### src/rtl/rs_syndrome_calc_if.sv
// rs_syndrome_calc_if: symbol-in / syndrome-out bundle for the RS(31,31-2T) syndrome stage.
//   sym_in[4:0]       received symbol, highest degree first
//   sym_valid         sym_in accepted this cycle
//   sym_sop           first symbol of a block (qualified by sym_valid)
//   syn_out[10*T-1:0] 2T syndromes, S_FCR in [4:0]
//   syn_valid         one-cycle pulse when syn_out updates
//   busy              block partially accumulated
//   err_flag          any syndrome nonzero (only with RS_SYN_ERRFLAG_EN)
interface rs_syndrome_calc_if #(parameter int T = 3);
    logic [4:0]        sym_in;
    logic              sym_valid;
    logic              sym_sop;
    logic [10*T-1:0]   syn_out;
    logic              syn_valid;
    logic              busy;
`ifdef RS_SYN_ERRFLAG_EN
    logic              err_flag;
    modport master (output sym_in, sym_valid, sym_sop, input syn_out, syn_valid, busy, err_flag);
    modport slave  (input sym_in, sym_valid, sym_sop, output syn_out, syn_valid, busy, err_flag);
`else
    modport master (output sym_in, sym_valid, sym_sop, input syn_out, syn_valid, busy);
    modport slave  (input sym_in, sym_valid, sym_sop, output syn_out, syn_valid, busy);
`endif
endinterface

### src/rtl/rs_syndrome_calc.sv
// rs_syndrome_calc: serial Horner evaluation of r(x) at alpha^FCR..alpha^(FCR+2T-1) over GF(2^5).
//   clock  rising-edge clock
//   reset  asynchronous active-high, clears all state
//   bus    rs_syndrome_calc_if.slave: sym_in/sym_valid/sym_sop in, syn_out/syn_valid/busy out
// Optional macro RS_SYN_ERRFLAG_EN adds bus.err_flag (any syndrome nonzero).
module rs_syndrome_calc #(
    parameter int T   = 3,
    parameter int N   = 31,
    parameter int FCR = 1
) (
    input logic               clock,
    input logic               reset,
    rs_syndrome_calc_if.slave bus
);
    localparam int CW = $clog2(N + 1);
    localparam logic [CW-1:0] LAST = CW'(N - 1);

    typedef enum logic {IDLE, ACCUM} state_t;

    state_t                 state_q;
    logic [CW-1:0]          cnt_q;
    logic [2*T-1:0][4:0]    acc_q;
    logic [2*T-1:0][4:0]    acc_d;
    logic [2*T-1:0][4:0]    syn_q;
    logic                   syn_valid_q;
`ifdef RS_SYN_ERRFLAG_EN
    logic                   err_q;
    assign bus.err_flag = err_q;
`endif

    // Multiply by alpha^e: e shifts, each folding x^5 back as x^2+1.
    function automatic logic [4:0] mul_alpha(input logic [4:0] a, input int e);
        logic [4:0] r;
        r = a;
        for (int i = 0; i < 31; i++)
            if (i < e % 31) r = {r[3:0], 1'b0} ^ (r[4] ? 5'b00101 : 5'b00000);
        return r;
    endfunction

    for (genvar k = 0; k < 2*T; k++) begin : g_horner
        assign acc_d[k] = mul_alpha(acc_q[k], FCR + k) ^ bus.sym_in;
    end

    assign bus.syn_out   = syn_q;
    assign bus.syn_valid = syn_valid_q;
    assign bus.busy      = (state_q == ACCUM);

    always_ff @(posedge clock or posedge reset) begin
        if (reset) begin
            state_q     <= IDLE;
            cnt_q       <= '0;
            acc_q       <= '0;
            syn_q       <= '0;
            syn_valid_q <= 1'b0;
`ifdef RS_SYN_ERRFLAG_EN
            err_q       <= 1'b0;
`endif
        end else begin
            syn_valid_q <= 1'b0;
            // sop always restarts, abandoning any partial block
            if (bus.sym_valid && bus.sym_sop) begin
                state_q <= ACCUM;
                cnt_q   <= CW'(1);
                acc_q   <= {(2*T){bus.sym_in}};
            end else if (bus.sym_valid && state_q == ACCUM) begin
                acc_q <= acc_d;
                if (cnt_q == LAST) begin
                    syn_q       <= acc_d;
                    syn_valid_q <= 1'b1;
                    cnt_q       <= '0;
                    state_q     <= IDLE;
`ifdef RS_SYN_ERRFLAG_EN
                    err_q       <= |acc_d;
`endif
                end else begin
                    cnt_q <= cnt_q + 1'b1;
                end
            end
        end
    end
endmodule

### src/flat_wrapper.sv
// flat-port wrapper written by rule: the top's interface ports become plain ports
module rs_syndrome_calc_flat 
#(
    parameter int T   = 3,
    parameter int N   = 31,
    parameter int FCR = 1
)
  (clock, reset, bus_sym_in, bus_sym_valid, bus_sym_sop, bus_syn_out, bus_syn_valid, bus_busy);
  rs_syndrome_calc_if #(.T(T)) bus_i ();
  input logic clock;
  input logic reset;
  input wire logic [$bits(bus_i.sym_in)-1:0] bus_sym_in;
  input wire logic [$bits(bus_i.sym_valid)-1:0] bus_sym_valid;
  input wire logic [$bits(bus_i.sym_sop)-1:0] bus_sym_sop;
  output wire logic [$bits(bus_i.syn_out)-1:0] bus_syn_out;
  output wire logic [$bits(bus_i.syn_valid)-1:0] bus_syn_valid;
  output wire logic [$bits(bus_i.busy)-1:0] bus_busy;
  assign bus_i.sym_in = bus_sym_in;
  assign bus_i.sym_valid = bus_sym_valid;
  assign bus_i.sym_sop = bus_sym_sop;
  assign bus_syn_out = bus_i.syn_out;
  assign bus_syn_valid = bus_i.syn_valid;
  assign bus_busy = bus_i.busy;
  rs_syndrome_calc #(.T(T), .N(N), .FCR(FCR)) u_core (.clock(clock), .reset(reset), .bus(bus_i));
endmodule
### config.mk
export PLATFORM = sky130hd
export DESIGN_NAME = rs_syndrome_calc_flat
export DESIGN_NICKNAME = d
export VERILOG_FILES = /design/src/rtl/rs_syndrome_calc_if.sv /design/src/rtl/rs_syndrome_calc.sv /design/src/flat_wrapper.sv
export SDC_FILE = /design/constraint.sdc
export NUM_CORES = 1
export LEC_CHECK = 0
export BUFFER_PORTS_ARGS = -buffer_cell sky130_fd_sc_hd__buf_2
export CAP_MARGIN = 30
export CORE_MARGIN = 5
export CORE_UTILIZATION = 40
export CTS_CLUSTER_DIAMETER = 60
export CTS_CLUSTER_SIZE = 16
export DETAILED_ROUTE_END_ITERATION = 10
export MAX_ROUTING_LAYER = met4
export PLACE_DENSITY_LB_ADDON = 0.3
export SYNTH_ARGS = -nofsm -noshare
export SYNTH_HDL_FRONTEND = slang
export SYNTH_SLANG_ARGS = --single-unit
### constraint.sdc
create_clock -name clock -period 2.3 [get_ports clock]
set_input_delay 0.115 -clock clock [delete_from_list [all_inputs] [get_ports clock]]
set_output_delay 0.115 -clock clock [all_outputs]
set_load 0.03 [all_outputs]
== Yosys cells after proc, flatten, opt, wreduce, memory -nomap -nowiden ==
Index checks and enable logic that the tools add are counted.
Operators by class
  add/sub/neg operators: 1
  multiply operators: 0
  div/mod/pow operators: 0
  order comparisons: 0
  equality and inequality tests: 1
  shift operators: 0
  multiplexer cells: 32
  bitwise gates (word level): 28
  reduce and logical (&&, ||, !) cells: 6
Operators with widths (count)
  XOR 5 bit: 27
  two-way mux 3 bit: 21
  two-way mux 30 bit: 2
  two-way mux 5 bit: 3
  two-way mux 1 bit: 6
  adder 5 x 1 -> 5 bit, second input constant: 1
  equality test 5 bit, second input constant: 1
  nonzero test 2 bit: 2
  AND reduction 3 bit: 1
  logical AND 1 bit: 2
  AND reduction 2 bit: 1
  NOT 1 bit: 1
Storage, ports and cells
  flip-flop bits (word level): 67
  bits in latches: 0
  bits in writable memories: 0
  bits in read-only memories: 0
  input bits: 9
  output and inout port bits: 32
  word-level logic and storage cells: 83
  memories: 0

== Depth between registers and ports, before layout ==
Gate-level depths: netlist (run 1).
  depth in word-level cells: 15
  gate-level depth with buffers: 9
  depth with buffers taken out: 6

== Worst setup path after synthesis (run 1) ==
Ideal clock, no wire load.
  kind: register to register
  start: register u_core.cnt_q[0]
  end: register u_core.syn_q (netlist bit u_core.bus.syn_out[15])
  setup time: 125 ps
  data arrival time: 1524 ps
  required time: 2175 ps
  slack: 651 ps
  stages on the path, launching flop included: 8
  buffers on the path: 2
  period minus slack after synthesis: 1649 ps
  path through: dfrtp_1 > inv_1 > ha_1 > and4_1 > buf_2 > nand2_1 > buf_2 > mux2_2
Between the ends
  longest elaborated chain between the ends: 2
Ends and longest elaborated chain
  start, declared: RTL line rs_syndrome_calc.sv:21  | logic [CW-1:0] cnt_q;
  start signal, assigned: RTL line rs_syndrome_calc.sv:76  | cnt_q <= cnt_q + 1'b1;
  equality test 5 bit: RTL line rs_syndrome_calc.sv:67  | if (cnt_q == LAST) begin
  AND reduction 3 bit (no line)
  end signal, assigned: RTL line rs_syndrome_calc.sv:53  | syn_q <= '0;
  end signal, assigned: RTL line rs_syndrome_calc.sv:68  | syn_q <= acc_d;
  end, declared: RTL line rs_syndrome_calc.sv:24  | logic [2*T-1:0][4:0] syn_q;
Every way passes these cells.
A chain may end at the register's enable or synchronous reset.

== Final worst setup path (run 1) ==
  start: register u_core.cnt_q[0]
  end: register u_core.syn_q (netlist bit u_core.bus.syn_out[2])
Same word-level chain as after synthesis.

==> run_results.csv, run 1 <==
group,metric,value,unit
synthesis,synthCells,390,
synthesis,yosys_most_used_dff,"dfrtp_1",
sta,finalCritPeriodShare,0.7603,
worst_hold_path,hold_class,"in2reg",
cells_and_area,final-seq-area,1677,um^2
clocking,cts_tree,"done",
worst_setup_path,cp_max_fo,53,
grt,grt_usage,0.1667,
synthesis,syn_nets,401,
die,start_util,0.4078,
die,io_pins,41,
grt,antenna_found_initial,0,
detailed_routing,vias,2822,
sta,fmax,0.5719,GHz
synthesis,yosysWarnings,0,
cells_and_area,n_antenna_cell,0,
cells_and_area,finalNetCount,423,
pwr,p_leak,1.968,nW
worst_setup_path,critical_path_class,"reg2reg",
clocking,cts_root_buf,"clkbuf_8",
placed_design,placedCellCount,511,
sta,period_needed,1749,ps
cells_and_area,area_delta_synth_final,10.90,%
grt,grt_pass1_wl,14460,um
clocking,cts_setup_buffers,0,
sta,rsz0062_at_grt,"no",
pwr,p_per_area,836.7,nW/um^2
cells_and_area,layout-drive-gt1-share,0.1751,
detailed_routing,drc_errors,0,
worst_setup_path,worstPathArrival,2010,ps
sta,fin_skew,11.62,ps
grt,grt_pass1_vias,2800,
synthesis,avgSynthCellArea,9.570,um^2
sta,relSlewSlack,0.6087,
outcome,status,"complete, no violations",
detailed_routing,firstDrtPassIters,4,
cells_and_area,nFillCells,879,
die,die_h,106.6,um
cells_and_area,multi_input_area,1842,um^2
sta,drv_slew,0,
worst_setup_path,cp.required,2560,ps
detailed_routing,via_per_inst,5.345,
clocking,cts_resized,0,
clocking,path_clk_slew,80,ps
cells_and_area,fin_cells,528,
job,maxCapViolations,0,
synthesis,synth_seq_area_share,0.4492,
worst_setup_path,endpoint_kind,"flip-flop",
die,die_w,106.6,um
clocking,cts_buffer_depth,2,
cells_and_area,final_common_cell,"dfrtp_1",
synthesis,ys_types,41,
detailed_routing,final_antenna_net_count,0,
clocking,clock-sinks,67,
clocking,htree_num_levels,3,
pwr,peakVddDrop,0.3957,mV
die,die_area,11360,um^2
sta,fin_setup_tns,0,ps
placed_design,io_buffers,40,
grt,grt_start_max_net_pins,54,
worst_setup_path,cp-start-kind,"flip-flop",
die,rows,35,
detailed_routing,wl,8566,um
sta,hold_violations,0,
detailed_routing,detail_route.iter0.violations,174,
cells_and_area,mostFrequentLayoutCells,"dfrtp_1, o21ai_0, nand2_1",
placed_design,dp_hpwl,5972,um
die,coreArea,9153,um^2
synthesis,synthArstFlopShare,1.000,
sta,worst_pin_slew,586.1,ps
grt,gr-total-overflow,0,
placed_design,gp_congestion,0.8303,
detailed_routing,wl_per_cell,16.22,um
clocking,numCtsBuffers,9,
synthesis,synth_edf_count,0,
synthesis,syn_area,3732,um^2
clocking,clock_latency,350,ps
sta,finalSetupViolCount,0,
synthesis,ys_seq_elements,67,
power breakdown:
group | switching, W | internal (W) | total (W)
Combinational | 0.000522 | 0.000523 | 0.00105
Sequential | 0.000253 | 0.00132 | 0.00158
Clock | 0.000456 | 0.000386 | 0.000842
Total | 0.00123 | 0.00223 | 0.00346
worst paths after layout:
| path | from | to | slack (ps) | cells after the start |
|---|---|---|---|---|
| min in group asynchronous | reset | u_core.bus.syn_valid | 370 | 3 |
| max in group asynchronous | reset | u_core.bus.syn_out[14] | 1170 | 4 |
| max reg2reg | u_core.cnt_q[0] | u_core.bus.syn_out[2] | 550 | 6 |
| min | bus_sym_valid | u_core.acc_q[27] | 120 | 2 |
| max | u_core.cnt_q[0] | u_core.bus.syn_out[2] | 550 | 6 |
| min reg2reg | u_core.bus.syn_out[13] | u_core.bus.syn_out[13] | 470 | 2 |
state kept, by name, indices dropped and copies added (netlist names):
name and count:
u_core.acc_q 30, u_core.bus.syn_out 30, u_core.cnt_q 5, u_core.bus.busy 1, u_core.bus.syn_valid 1
cell families after synthesis:
logic type	after synthesis	share of synthesized area
AO/OA/AOI/OAI	112	0.1854
XOR/XNOR	51	0.1267
adder cells (fa/ha/maj)	2	0.006704
buffers and inverters	47	0.05732
flip-flops	67	0.4492
multiplexers	30	0.08146
AND/OR/NAND/NOR	81	0.09320
cells in the mapped netlist, drive strengths merged (2+ instances only):
cell type | instances | area (um^2)
dfrtp | 67 | 1677
o21ai | 56 | 280.3
nand2 | 52 | 195.2
xnor2 | 29 | 254.0
mux2i | 27 | 270.3
xor2 | 22 | 219.0
buf | 20 | 112.6
clkbuf | 19 | 71.32
a21oi | 16 | 80.08
a22o | 14 | 122.6
nor2 | 12 | 45.04
inv | 7 | 26.28
and3 | 6 | 37.54
nand3 | 5 | 25.02
o31ai | 5 | 37.54
a21boi | 4 | 30.03
mux2 | 3 | 33.78
o221ai | 3 | 26.28
a31o | 2 | 17.52
a31oi | 2 | 12.51
ha | 2 | 25.02
o221a | 2 | 22.52
o22ai | 2 | 12.51
critical path, cell delays in order (launching register included):
cell     delay, ps
dfrtp_1        430
inv_1           80
ha_1           160
and4_1         310
nand2_1        220
buf_12         240
o21ai_0        210
per-layer routing:
metal  vias up  track usage  routed length, um
met5         -            -                  0
li1       1394            -                  -
met1      1356       0.2152               4020
met2        58       0.2590               3984
met3        14      0.03793                389
met4         0      0.05936                171
layout make-up:
class | instances | share of cell area
timing repair buffer | 50 | 0.07013
multi-input combinational | 276 | 0.4450
tap | 111 | 0.03355
inverter | 8 | 0.007255
sequential | 67 | 0.4051
clock buffer | 11 | 0.03174
clock inverter | 5 | 0.007255
what timing repair did:
| action | 4_1_cts | 5_1_grt |
|---|---|---|
| hold buffers | 1 | 0 |
| setup endpoints to repair | 0 | 0 |
| hold endpoints to repair | 25 | 0 |
stage by stage:
step	setup slack, ps	util	instance area, um^2	hold slack, ps	total power [W]
floorplan	501.8	-	3732	444.6	0.002446
global placement	613.9	0.4335	3968	213.9	0.002626
detailed placement	571.7	0.4335	3968	207.7	0.002646
CTS	556.1	0.4522	4139	113.4	0.003492
global route	378.3	0.4522	4139	139.8	0.003680
finish	551.3	0.4522	4139	121.9	0.003463
No activity file was read; power rests on OpenSTA's default activity.
==> inputs of run 2 (changes only) <==
--- a/config.mk
+++ b/config.mk
@@ -5,6 +5,7 @@
 export SDC_FILE = /design/constraint.sdc
 export NUM_CORES = 1
 export LEC_CHECK = 0
+export ABC_AREA = 1
 export BUFFER_PORTS_ARGS = -buffer_cell sky130_fd_sc_hd__buf_2
 export CAP_MARGIN = 30
 export CORE_MARGIN = 5
==> constraint.sdc (replaced) <==
create_clock -name clock -period 1.55 [get_ports clock]
set_input_delay 0.0775 -clock clock [delete_from_list [all_inputs] [get_ports clock]]
set_output_delay 0.0775 -clock clock [all_outputs]
set_load 0.03 [all_outputs]
==> run_results.csv, run 2 <==
group,metric,value,unit
pwr,p_leak,2.482,nW
placed_design,dpl_worst_slack,77.01,ps
die,die_area,11030,um^2
pwr,p_per_area,1151,nW/um^2
synthesis,synth_edf_count,0,
synthesis,syn_area,3613,um^2
placed_design,gp_congestion,0.9025,
grt,grt_pass1_wl,15170,um
grt,antenna_found_initial,0,
die,start_util,0.4123,
placed_design,dp_hpwl,6311,um
synthesis,yosysMostFrequentCell,"nand2_1",
grt,grt_pass1_vias,3068,
die,die_h,105.0,um
worst_setup_path,endpoint_kind,"flip-flop",
cells_and_area,fin_cells,665,
cells_and_area,layout-drive-gt1-share,0.1400,
synthesis,yosys.area.top_type,"dfrtp_1",
clocking,clock_latency,340,ps
clocking,cts_root_buf,"clkbuf_8",
die,io_pins,41,
clocking,numCtsBuffers,9,
clocking,cts_setup_buffers,0,
worst_setup_path,cp-start-kind,"flip-flop",
worst_setup_path,r2r_start,"u_core.cnt_q[0]",
synthesis,synth_top_area_frac,0.4640,
sta,fin_skew,7.586,ps
placed_design,io_buffers,40,
clocking,cts_tree,"done",
placed_design,placedCellCount,649,
cells_and_area,post-route-util,0.4743,
die,coreArea,8763,um^2
synthesis,ys_types,21,
detailed_routing,detail_route.iter0.violations,229,
worst_setup_path,cp.required,1780,ps
sta,fin_setup_tns,0,ps
worst_setup_path,cp_max_fo,18,
pwr,peakVddDrop,0.4623,mV
synthesis,ys_seq_elements,67,
cells_and_area,area_delta_synth_final,15.03,%
worst_hold_path,hold_class,"in2reg",
synthesis,yosysWarnings,0,
cells_and_area,mostFrequentLayoutCells,"nand2_1, dfrtp_1, inv_1",
sta,fmax,0.7104,GHz
sta,hold_violations,0,
worst_hold_path,min_path_cells,3,
worst_setup_path,critical_path_class,"reg2reg",
synthesis,avgSynthCellArea,7.113,um^2
clocking,cts_buffer_depth,2,
detailed_routing,drc_errors,0,
synthesis,synthCells,508,
worst_setup_path,worstPathArrival,1640,ps
cells_and_area,final_common_cell,"nand2_1",
synthesis,synthArstFlopShare,1.000,
sta,finalSetupViolCount,0,
detailed_routing,vias,3165,
sta,setup_ws,142.4,ps
detailed_routing,firstDrtPassIters,5,
outcome,status,"complete, no violations",
worst_hold_path,hold_end,"u_core.bus.busy",
grt,grt_start_max_net_pins,24,
sta,relSlewSlack,0.6237,
pwr,power.total,0.004786,W
job,maxCapViolations,0,
detailed_routing,wl_per_cell,13.29,um
worst_setup_path,reg2reg_slack,140,ps
sta,period_needed,1408,ps
worst_setup_path,worst_r2r_endpoint,"u_core.bus.syn_out[13]",
grt,grt_usage,0.1747,
cells_and_area,n_antenna_cell,0,
synthesis,yosys_most_used_dff,"dfrtp_1",
die,die_w,105.0,um
detailed_routing,via_per_inst,4.759,
clocking,htree_num_levels,3,
grt,gr-total-overflow,0,
clocking,clock-sinks,67,
synthesis,synth_seq_area_share,0.4640,
cells_and_area,finalNetCount,564,
detailed_routing,final_antenna_net_count,0,
detailed_routing,wl,8841,um
sta,rsz0062_at_grt,"no",
clocking,path_clk_slew,70,ps
synthesis,synth_common_cells,"nand2_1, dfrtp_1, inv_1",
die,rows,34,
sta,drv_slew,0,
synthesis,syn_nets,519,
sta,worst_pin_slew,563.3,ps
sta,finalCritPeriodShare,0.9081,
worst_setup_path,worst_r2r_path_depth,8,
worst_hold_path,hp-start,"bus_sym_sop",
synthesis,synth_area_leaders,"dfrtp_1, nand2_1, inv_1, o21ai_0, nand3_1",
[run 2: changes by cell type after synthesis, sizes merged, moves of 16 or more]
cell	previous run	this run
nand2	52	283
inv	7	57
o21ai	56	25
mux2i	27	0
xnor2	29	6
clkbuf	19	0
nand3	5	21
[run 2: logic make-up (layout without fill, tap and decap cells)]
kind of cell             Yosys count  after routing  share of synthesized area
adder cells (fa/ha/maj)            2              2                   0.006924
buffers and inverters             73            122                    0.09349
AND/OR/NAND/NOR                  320            320                     0.3521
AO/OA/AOI/OAI                     30             30                    0.04467
XOR/XNOR                          16             16                    0.03878
flip-flops                        67             67                     0.4640
[run 2: through the flow]
| stage | hold WS (ps) | instance area [um^2] |
|---|---|---|
| after detailed placement | 177.8 | 3946 |
| after global routing | 21.51 | 4156 |
| after CTS | 3.736 | 4150 |
| after global placement | 167.9 | 3946 |
| after floorplan | 227.9 | 3617 |
| final | 20.63 | 4156 |
[run 2: power breakdown]
group	switching (W)	internal [W]	total [W]	leakage [nW]
Clock	0.000628	0.000821	0.00145	0.0995
Combinational	0.000756	0.000405	0.00116	1.51
Sequential	0.000224	0.00195	0.00218	0.875
Total	0.00161	0.00318	0.00479	2.48
[run 2: cell type report]
cell class	instances	area (um^2)
well taps	108	135.1
inverters	57	217.7
clock buffers	13	158.9
fillers	849	4607
flip-flops and latches	67	1677
multi-input cells	368	1602
repair buffers	50	331.6
clock inverters	2	35.03
[run 2: layer usage]
layer	vias to the layer above	global-route usage	share of wire
li1	1613	-	-
met1	1445	0.2429	0.48
met2	96	0.2496	0.44
met3	11	0.03761	0.061
met4	0	0.06575	0.016
met5	-	-	0
[run 2: how the worst max path moves through the flow]
stage                               start                     end  slack, ps
after global routing      u_core.cnt_q[0]  u_core.bus.syn_out[29]         20
after global placement    u_core.cnt_q[0]  u_core.bus.syn_out[10]        130
final                     u_core.cnt_q[0]  u_core.bus.syn_out[13]        140
after floorplan           u_core.bus.busy  u_core.bus.syn_out[14]        210
after CTS                 u_core.cnt_q[0]  u_core.bus.syn_out[10]         70
after detailed placement  u_core.cnt_q[0]  u_core.bus.syn_out[10]         80
[run 2: critical path, cell delays in order, from the launching register on]
cell and delay [ps]:
dfrtp_1 410, inv_2 80, ha_2 200, nand3_1 90, nor2_1 140, nand2_2 100, buf_12 160, nand2_1 60
nand2_1 50
[run 2: what timing repair did]
action                     4_1_cts  5_1_grt
setup endpoints to repair        0        9
resized for setup                0        3
hold endpoints to repair        21        0
hold buffers                     1        0
